**src/rtl/keypad_digit_buffer.sv**
```systemverilog
`default_nettype none
// ============================================================================
//  Module   : keypad_digit_buffer
//  Purpose  : Collects keypad keystrokes into NDIGITS display slots and
//             presents them as a flat bus for the display multiplexer.
//             Two entry modes (positional fill / calculator-style shift),
//             CLEAR / BACKSPACE / ENTER commands, digit range checking and
//             full / entered / rejected status.
//  Optional : define KEYPAD_BUF_WRAP_EN to accept digits while FULL
//             (round-robin overwrite in MODE 0, shift-out in MODE 1).
//             Without it, a digit while FULL is rejected.
//  Ports    :
//     clk          system clock, all updates on rising edge
//     reset        asynchronous, active-high reset
//     key_valid_i  one-cycle keystroke strobe (already synchronous to clk)
//     key_cmd_i    0 = digit key, 1 = command key
//     key_code_i   digit value or command (0 CLEAR, 1 BACKSPACE, 2 ENTER)
//     digits_o     slot i at bits [i*DW +: DW]
//     count_o      number of occupied slots
//     state_o      00 EMPTY, 01 ENTRY, 10 FULL, 11 LOCKED
//     full_o       count_o == NDIGITS
//     entered_o    one-cycle pulse when ENTER is accepted
//     rejected_o   one-cycle pulse when a keystroke is refused
//  Revision : 1.0 - initial release
// ============================================================================
module keypad_digit_buffer #(
   parameter int          NDIGITS  = 4,
   parameter int          DW       = 4,
   parameter int unsigned MAXDIGIT = 9,
   parameter int          MODE     = 0
) (
   input  logic                             clk,
   input  logic                             reset,
   input  logic                             key_valid_i,
   input  logic                             key_cmd_i,
   input  logic [DW-1:0]                    key_code_i,
   output logic [NDIGITS*DW-1:0]            digits_o,
   output logic [$clog2(NDIGITS+1)-1:0]     count_o,
   output logic [1:0]                       state_o,
   output logic                             full_o,
   output logic                             entered_o,
   output logic                             rejected_o
);

   localparam int CW = $clog2(NDIGITS+1);
   localparam int IW = (NDIGITS > 1) ? $clog2(NDIGITS) : 1;

   localparam logic [CW-1:0] CNT_FULL  = CW'(NDIGITS);
   localparam logic [CW-1:0] CNT_LAST  = CW'(NDIGITS-1);
   localparam logic [CW-1:0] CNT_ONE   = CW'(1);
   localparam logic [IW-1:0] PTR_LAST  = IW'(NDIGITS-1);
   localparam logic [IW-1:0] PTR_RELOAD = (NDIGITS == 1) ? IW'(0) : IW'(1);

   localparam logic [DW-1:0] CMD_CLEAR = DW'(0);
   localparam logic [DW-1:0] CMD_BKSP  = DW'(1);
   localparam logic [DW-1:0] CMD_ENTER = DW'(2);

   typedef enum logic [1:0] {
      ST_EMPTY  = 2'b00,
      ST_ENTRY  = 2'b01,
      ST_FULL   = 2'b10,
      ST_LOCKED = 2'b11
   } state_t;

   typedef logic [NDIGITS-1:0][DW-1:0] slots_t;

   slots_t          digits_q, digits_d;
   logic [CW-1:0]   count_q,  count_d;
   state_t          state_q,  state_d;
   logic [IW-1:0]   wptr_q,   wptr_d;
   logic            entered_q, entered_d;
   logic            rejected_q, rejected_d;

   logic            digit_ok;
   logic [IW-1:0]   wptr_inc;

   assign digit_ok = (32'(key_code_i) <= MAXDIGIT);

   // Write pointer for positional mode. Outside wrap-around use it always
   // equals count modulo NDIGITS; it only diverges while overwriting in FULL.
   assign wptr_inc = (wptr_q == PTR_LAST) ? '0 : wptr_q + 1'b1;

   // Insert a new digit: positional write at ptr, or shift-up with the
   // top slot falling off (only reachable when full in wrap mode).
   function automatic slots_t push_digit(input slots_t cur,
                                         input logic [IW-1:0] ptr,
                                         input logic [DW-1:0] code);
      slots_t r;
      r = cur;
      if (MODE == 0) begin
         r[ptr] = code;
      end else begin
         for (int i = NDIGITS-1; i > 0; i--) r[i] = cur[i-1];
         r[0] = code;
      end
      return r;
   endfunction

   // Remove the most recent digit: clear slot idx, or shift everything down.
   function automatic slots_t pop_digit(input slots_t cur,
                                        input logic [IW-1:0] idx);
      slots_t r;
      r = cur;
      if (MODE == 0) begin
         r[idx] = '0;
      end else begin
         for (int i = 0; i < NDIGITS-1; i++) r[i] = cur[i+1];
         r[NDIGITS-1] = '0;
      end
      return r;
   endfunction

   always_comb begin
      digits_d   = digits_q;
      count_d    = count_q;
      state_d    = state_q;
      wptr_d     = wptr_q;
      entered_d  = 1'b0;
      rejected_d = 1'b0;

      if (key_valid_i) begin
         if (!key_cmd_i) begin
            if (!digit_ok) begin
               rejected_d = 1'b1;
            end else begin
               case (state_q)
                  ST_LOCKED: begin
                     // Fresh entry: the frozen value is discarded first.
                     digits_d    = '0;
                     digits_d[0] = key_code_i;
                     count_d     = CNT_ONE;
                     wptr_d      = PTR_RELOAD;
                     state_d     = (NDIGITS == 1) ? ST_FULL : ST_ENTRY;
                  end
                  ST_FULL: begin
`ifdef KEYPAD_BUF_WRAP_EN
                     digits_d = push_digit(digits_q, wptr_q, key_code_i);
                     wptr_d   = wptr_inc;
`else
                     rejected_d = 1'b1;
`endif
                  end
                  default: begin
                     digits_d = push_digit(digits_q, wptr_q, key_code_i);
                     wptr_d   = wptr_inc;
                     count_d  = count_q + 1'b1;
                     state_d  = (count_q == CNT_LAST) ? ST_FULL : ST_ENTRY;
                  end
               endcase
            end
         end else begin
            case (key_code_i)
               CMD_CLEAR: begin
                  digits_d = '0;
                  count_d  = '0;
                  wptr_d   = '0;
                  state_d  = ST_EMPTY;
               end
               CMD_BKSP: begin
                  if (state_q == ST_LOCKED || count_q == '0) begin
                     rejected_d = 1'b1;
                  end else begin
                     digits_d = pop_digit(digits_q, IW'(count_q - 1'b1));
                     count_d  = count_q - 1'b1;
                     wptr_d   = IW'(count_q - 1'b1);
                     state_d  = (count_q == CNT_ONE) ? ST_EMPTY : ST_ENTRY;
                  end
               end
               CMD_ENTER: begin
                  if (state_q == ST_LOCKED || count_q == '0) begin
                     rejected_d = 1'b1;
                  end else begin
                     state_d   = ST_LOCKED;
                     entered_d = 1'b1;
                  end
               end
               default: ;
            endcase
         end
      end
   end

   always_ff @(posedge clk or posedge reset) begin
      if (reset) begin
         digits_q   <= '0;
         count_q    <= '0;
         state_q    <= ST_EMPTY;
         wptr_q     <= '0;
         entered_q  <= 1'b0;
         rejected_q <= 1'b0;
      end else begin
         digits_q   <= digits_d;
         count_q    <= count_d;
         state_q    <= state_d;
         wptr_q     <= wptr_d;
         entered_q  <= entered_d;
         rejected_q <= rejected_d;
      end
   end

   assign digits_o   = digits_q;
   assign count_o    = count_q;
   assign state_o    = state_q;
   assign full_o     = (count_q == CNT_FULL);
   assign entered_o  = entered_q;
   assign rejected_o = rejected_q;

endmodule
`default_nettype wire

```
**config.mk**
```make
export PLATFORM = sky130hd
export DESIGN_NAME = keypad_digit_buffer
export DESIGN_NICKNAME = d
export VERILOG_FILES = /design/src/rtl/keypad_digit_buffer.sv
export SDC_FILE = /design/constraint.sdc
export NUM_CORES = 1
export LEC_CHECK = 0
export ABC_AREA = 1
export ABC_CLOCK_PERIOD_IN_PS = 1930
export CAP_MARGIN = 20
export CORE_ASPECT_RATIO = 1.4
export CORE_MARGIN = 8
export CORE_UTILIZATION = 53
export CTS_CLUSTER_SIZE = 16
export DETAILED_ROUTE_END_ITERATION = 6
export GPL_ROUTABILITY_DRIVEN = 0
export PLACE_DENSITY = 0.85
export SLEW_MARGIN = 20
export SYNTH_ARGS = -nofsm -noshare
export SYNTH_HDL_FRONTEND = slang
export SYNTH_SLANG_ARGS = --single-unit
export TNS_END_PERCENT = 1
```
**constraint.sdc**
```tcl
create_clock -name clk -period 1.93 [get_ports clk]
set_clock_uncertainty 0.05 [all_clocks]
set_input_delay 0.2895 -clock clk [delete_from_list [all_inputs] [get_ports clk]]
set_output_delay 0.2895 -clock clk [all_outputs]
set_load 0.1 [all_outputs]
```
==> insert_results.sql <==
INSERT INTO impl_metrics (metric_group, metric, value, unit) VALUES
('timing', 'final-hold-violation-count', '0', ''),
('critical_path', 'setup.worst_path.start', 'count_o[0]', ''),
('yosys', 'yosysWarningCount', '0', ''),
('yosys', 'syn-mean-instance-area', '7.14', 'sq um'),
('route', 'ant_nets', '0', ''),
('pwr', 'comb_power_share', '0.589', ''),
('placement', 'place_worst_setup_slack', '-0.0215', 'ns'),
('die', 'rows', '25', ''),
('global_route', 'grt_start_max_net_pins', '26', ''),
('final_layout', 'fin_nets', '326', ''),
('critical_path', 'critical_path.endpoint', 'digits_o[4]', ''),
('final_layout', 'antennaDiodeCount', '0', ''),
('route', 'wl_per_cell', '14.7', 'microns'),
('final_layout', 'seq_area', '636', 'sq um'),
('critical_path', 'critical_path.endpoint_type', 'flip-flop', ''),
('yosys', 'synthArstFlopShare', '1.00', ''),
('timing', 'slew_headroom', '0.723', ''),
('placement', 'detailed_place_hpwl', '3760', 'microns'),
('yosys', 'ys_ff_latch', '25', ''),
('clocking', 'clock_path_buffers', '2', ''),
('critical_path', 'rrSetupSlack', '0.1', 'ns'),
('critical_path', 'critical_path.max_fanout', '7', ''),
('timing', 'tightestPinTransition', '0.415', 'ns'),
('timing', 'setup_total_negative_slack', '0', 'ns'),
('yosys', 'synthFlopType', 'dfrtp_1', ''),
('timing', 'min_period_over_period', '0.949', ''),
('route', 'vias', '1936', ''),
('hold_path', 'holdCritPathClass', 'primary input to asynchronous set/reset pin', ''),
('global_route', 'grt_first_pass_wirelength', '8220', 'microns'),
('yosys', 'synth_enable_flop_cells', '0', ''),
('die', 'die_y', '86.3', 'microns'),
('clocking', 'clockRootBuffer', 'clkbuf_8', ''),
('timing', 'setup_viol_count_final', '0', ''),
('clocking', 'cts_hold_buffers', '0', ''),
('yosys', 'mappedNetlistArea', '1870', 'sq um'),
('route', 'drt_iter0_drc', '114', ''),
('clocking', 'clock_tree.htree_level_count', '1', ''),
('clocking', 'clock_sinks', '25', ''),
('critical_path', 'worstPathRequired', '2.05', 'ns'),
('timing', 'fmaxAchievable', '546', 'MHz'),
('outcome', 'run_status', 'finished, final reports clean', ''),
('final_layout', 'layout_common_cells', '102 x nand2_1, 34 x buf_4, 21 x o21ai_0, 21 x dfrtp_1, 18 x inv_1', ''),
('timing', 'rsz_0062_raised_after_global_routing', 'false', ''),
('yosys', 'cell_taking_the_most_area_after_synthesis', 'dfrtp_1', ''),
('clocking', 'clk-insertion-delay-late', '0.27', 'ns'),
('global_route', 'vias_in_the_first_global_route', '1864', ''),
('pwr', 'pwr-share-clk', '0.124', ''),
('critical_path', 'worst_r2r_endpoint', 'digits_o[4]', ''),
('global_route', 'antenna_found_initial', '0', ''),
('yosys', 'synth_cell_types', '26', ''),
('yosys', 'proportion_of_netlist_area_held_by_the_largest_area_contributor', '0.334', ''),
('final_layout', 'final_layout_size_suffix_gt1_frac', '0.255', ''),
('final_layout', 'area_growth', '26.6', '%'),
('timing', 'finalWorstPathRequiredPeriod', '1.83', 'ns'),
('yosys', 'postSynthNetCount', '281', ''),
('die', 'core_region_area', '3380', 'sq um'),
('pwr', 'switching_share', '0.543', ''),
('critical_path', 'worst_path_largest_cell_delay', '0.53', 'ns'),
('route', 'detail_route.first_pass.iterations', '4', ''),
('pwr', 'p_int', '0.00119', 'W'),
('critical_path', 'critical_path.startpoint_type', 'flip-flop', ''),
('critical_path', 'timing.critical_path.buf_inv', '2', ''),
('route', 'routed_via_density', '5.60', ''),
('final_layout', 'mostFrequentLayoutCell', 'nand2_1', ''),
('critical_path', 'crit_slowest_cell', 'dfrtp_4', ''),
('critical_path', 'worst-endpoint-arrival', '1.95', 'ns'),
('pwr', 'power_density', '1100', 'nW/um^2'),
('yosys', 'ys_seq_area_frac', '0.334', ''),
('critical_path', 'critical-path-top-cell-by-count', 'nand2_2', ''),
('pwr', 'net-switching-power', '0.00142', 'W'),
('timing', 'max_slew_vio_count', '0', '');
[tightest hold or removal path: cells and delay by family]
| family | cells | cell delay [ns] |
|---|---|---|
| buf+inv | 3 | 0.77 |
[power groups by stage]
stage | Sequential, W | Combinational [W] | Clock (W)
finish | 0.000750 | 0.00154 | 0.000325
global route | 0.000765 | 0.00163 | 0.000349
CTS | 0.000748 | 0.00150 | 0.000323
detailed placement | 0.000757 | 0.00149 | 0
global placement | 0.000755 | 0.00146 | 0
floorplan | 0.00132 | 0.000527 | 0
[synthesized netlist by cell type, types with 2 or more instances]
cell	n
nand3_1	11
nor2_4	2
nor2_8	2
nor2_2	2
nor2_1	16
nand2_1	102
nand3_2	4
o21bai_1	2
inv_1	21
inv_2	5
o21ai_0	21
buf_6	4
nand4_1	16
a21oi_1	2
dfrtp_1	25
ha_1	11
nor3_1	2
nand2_4	2
nand2_2	5
[worst min-delay path by stage]
stage / startpoint / to
finish: reset / state_o[1]
global route: reset / state_o[1]
CTS: reset / state_o[1]
global placement: digits_o[10] / digits_o[10]
floorplan: reset / count_o[0]
detailed placement: digits_o[0] / digits_o[0]
[per-layer routing]
metal | wire length (microns) | global-route usage | part of all wire
met5 | 0 | 0 | 0
met4 | 140 | 0.0702 | 0.028
met3 | 316 | 0.0194 | 0.062
met2 | 2750 | 0.329 | 0.54
met1 | 1890 | 0.193 | 0.37
[flip-flops by register name, summed over array words and instances (netlist names)]
register,flops
count_o,3
rejected_o,1
digits_o,16
entered_o,1
state_o,2
wptr_q,2
[kinds of logic after synthesis]
family / after synthesis / share of synthesized area
simple gates: 165 / 0.424
buf+inv: 33 / 0.0849
flops: 25 / 0.334
xor+xnor: 1 / 0.00468
fa+ha+maj: 11 / 0.0735
compound gates: 27 / 0.0789
[through the flow]
| stage | cells | hold WS, ns | instance area, sq um | total power, W | util |
|---|---|---|---|---|---|
| floorplan | 262 | 0.267 | 1890 | 0.00185 | - |
| global placement | 336 | 0.437 | 2260 | 0.00221 | 0.670 |
| detailed placement | 336 | 0.438 | 2260 | 0.00225 | 0.670 |
| CTS | 340 | 0.355 | 2310 | 0.00257 | 0.683 |
| global route | 346 | 0.386 | 2370 | 0.00275 | 0.701 |
| finish | 346 | 0.331 | 2370 | 0.00261 | 0.701 |
[timing repair]
action                                  in CTS  in global routing
setup buffers                                0                  5
resized for setup                            0                  5
endpoints found under the setup margin       0                 19
[layout make-up]
class	instances	area share
Multi-Input combinational cell	205	0.469
Sequential cell	25	0.268
Timing Repair Buffer	46	0.180
Inverter	26	0.0428
Clock buffer	3	0.0174
Clock inverter	1	0.00211
Tap cell	40	0.0211
Note: power is estimated with default switching activity, not from simulation.
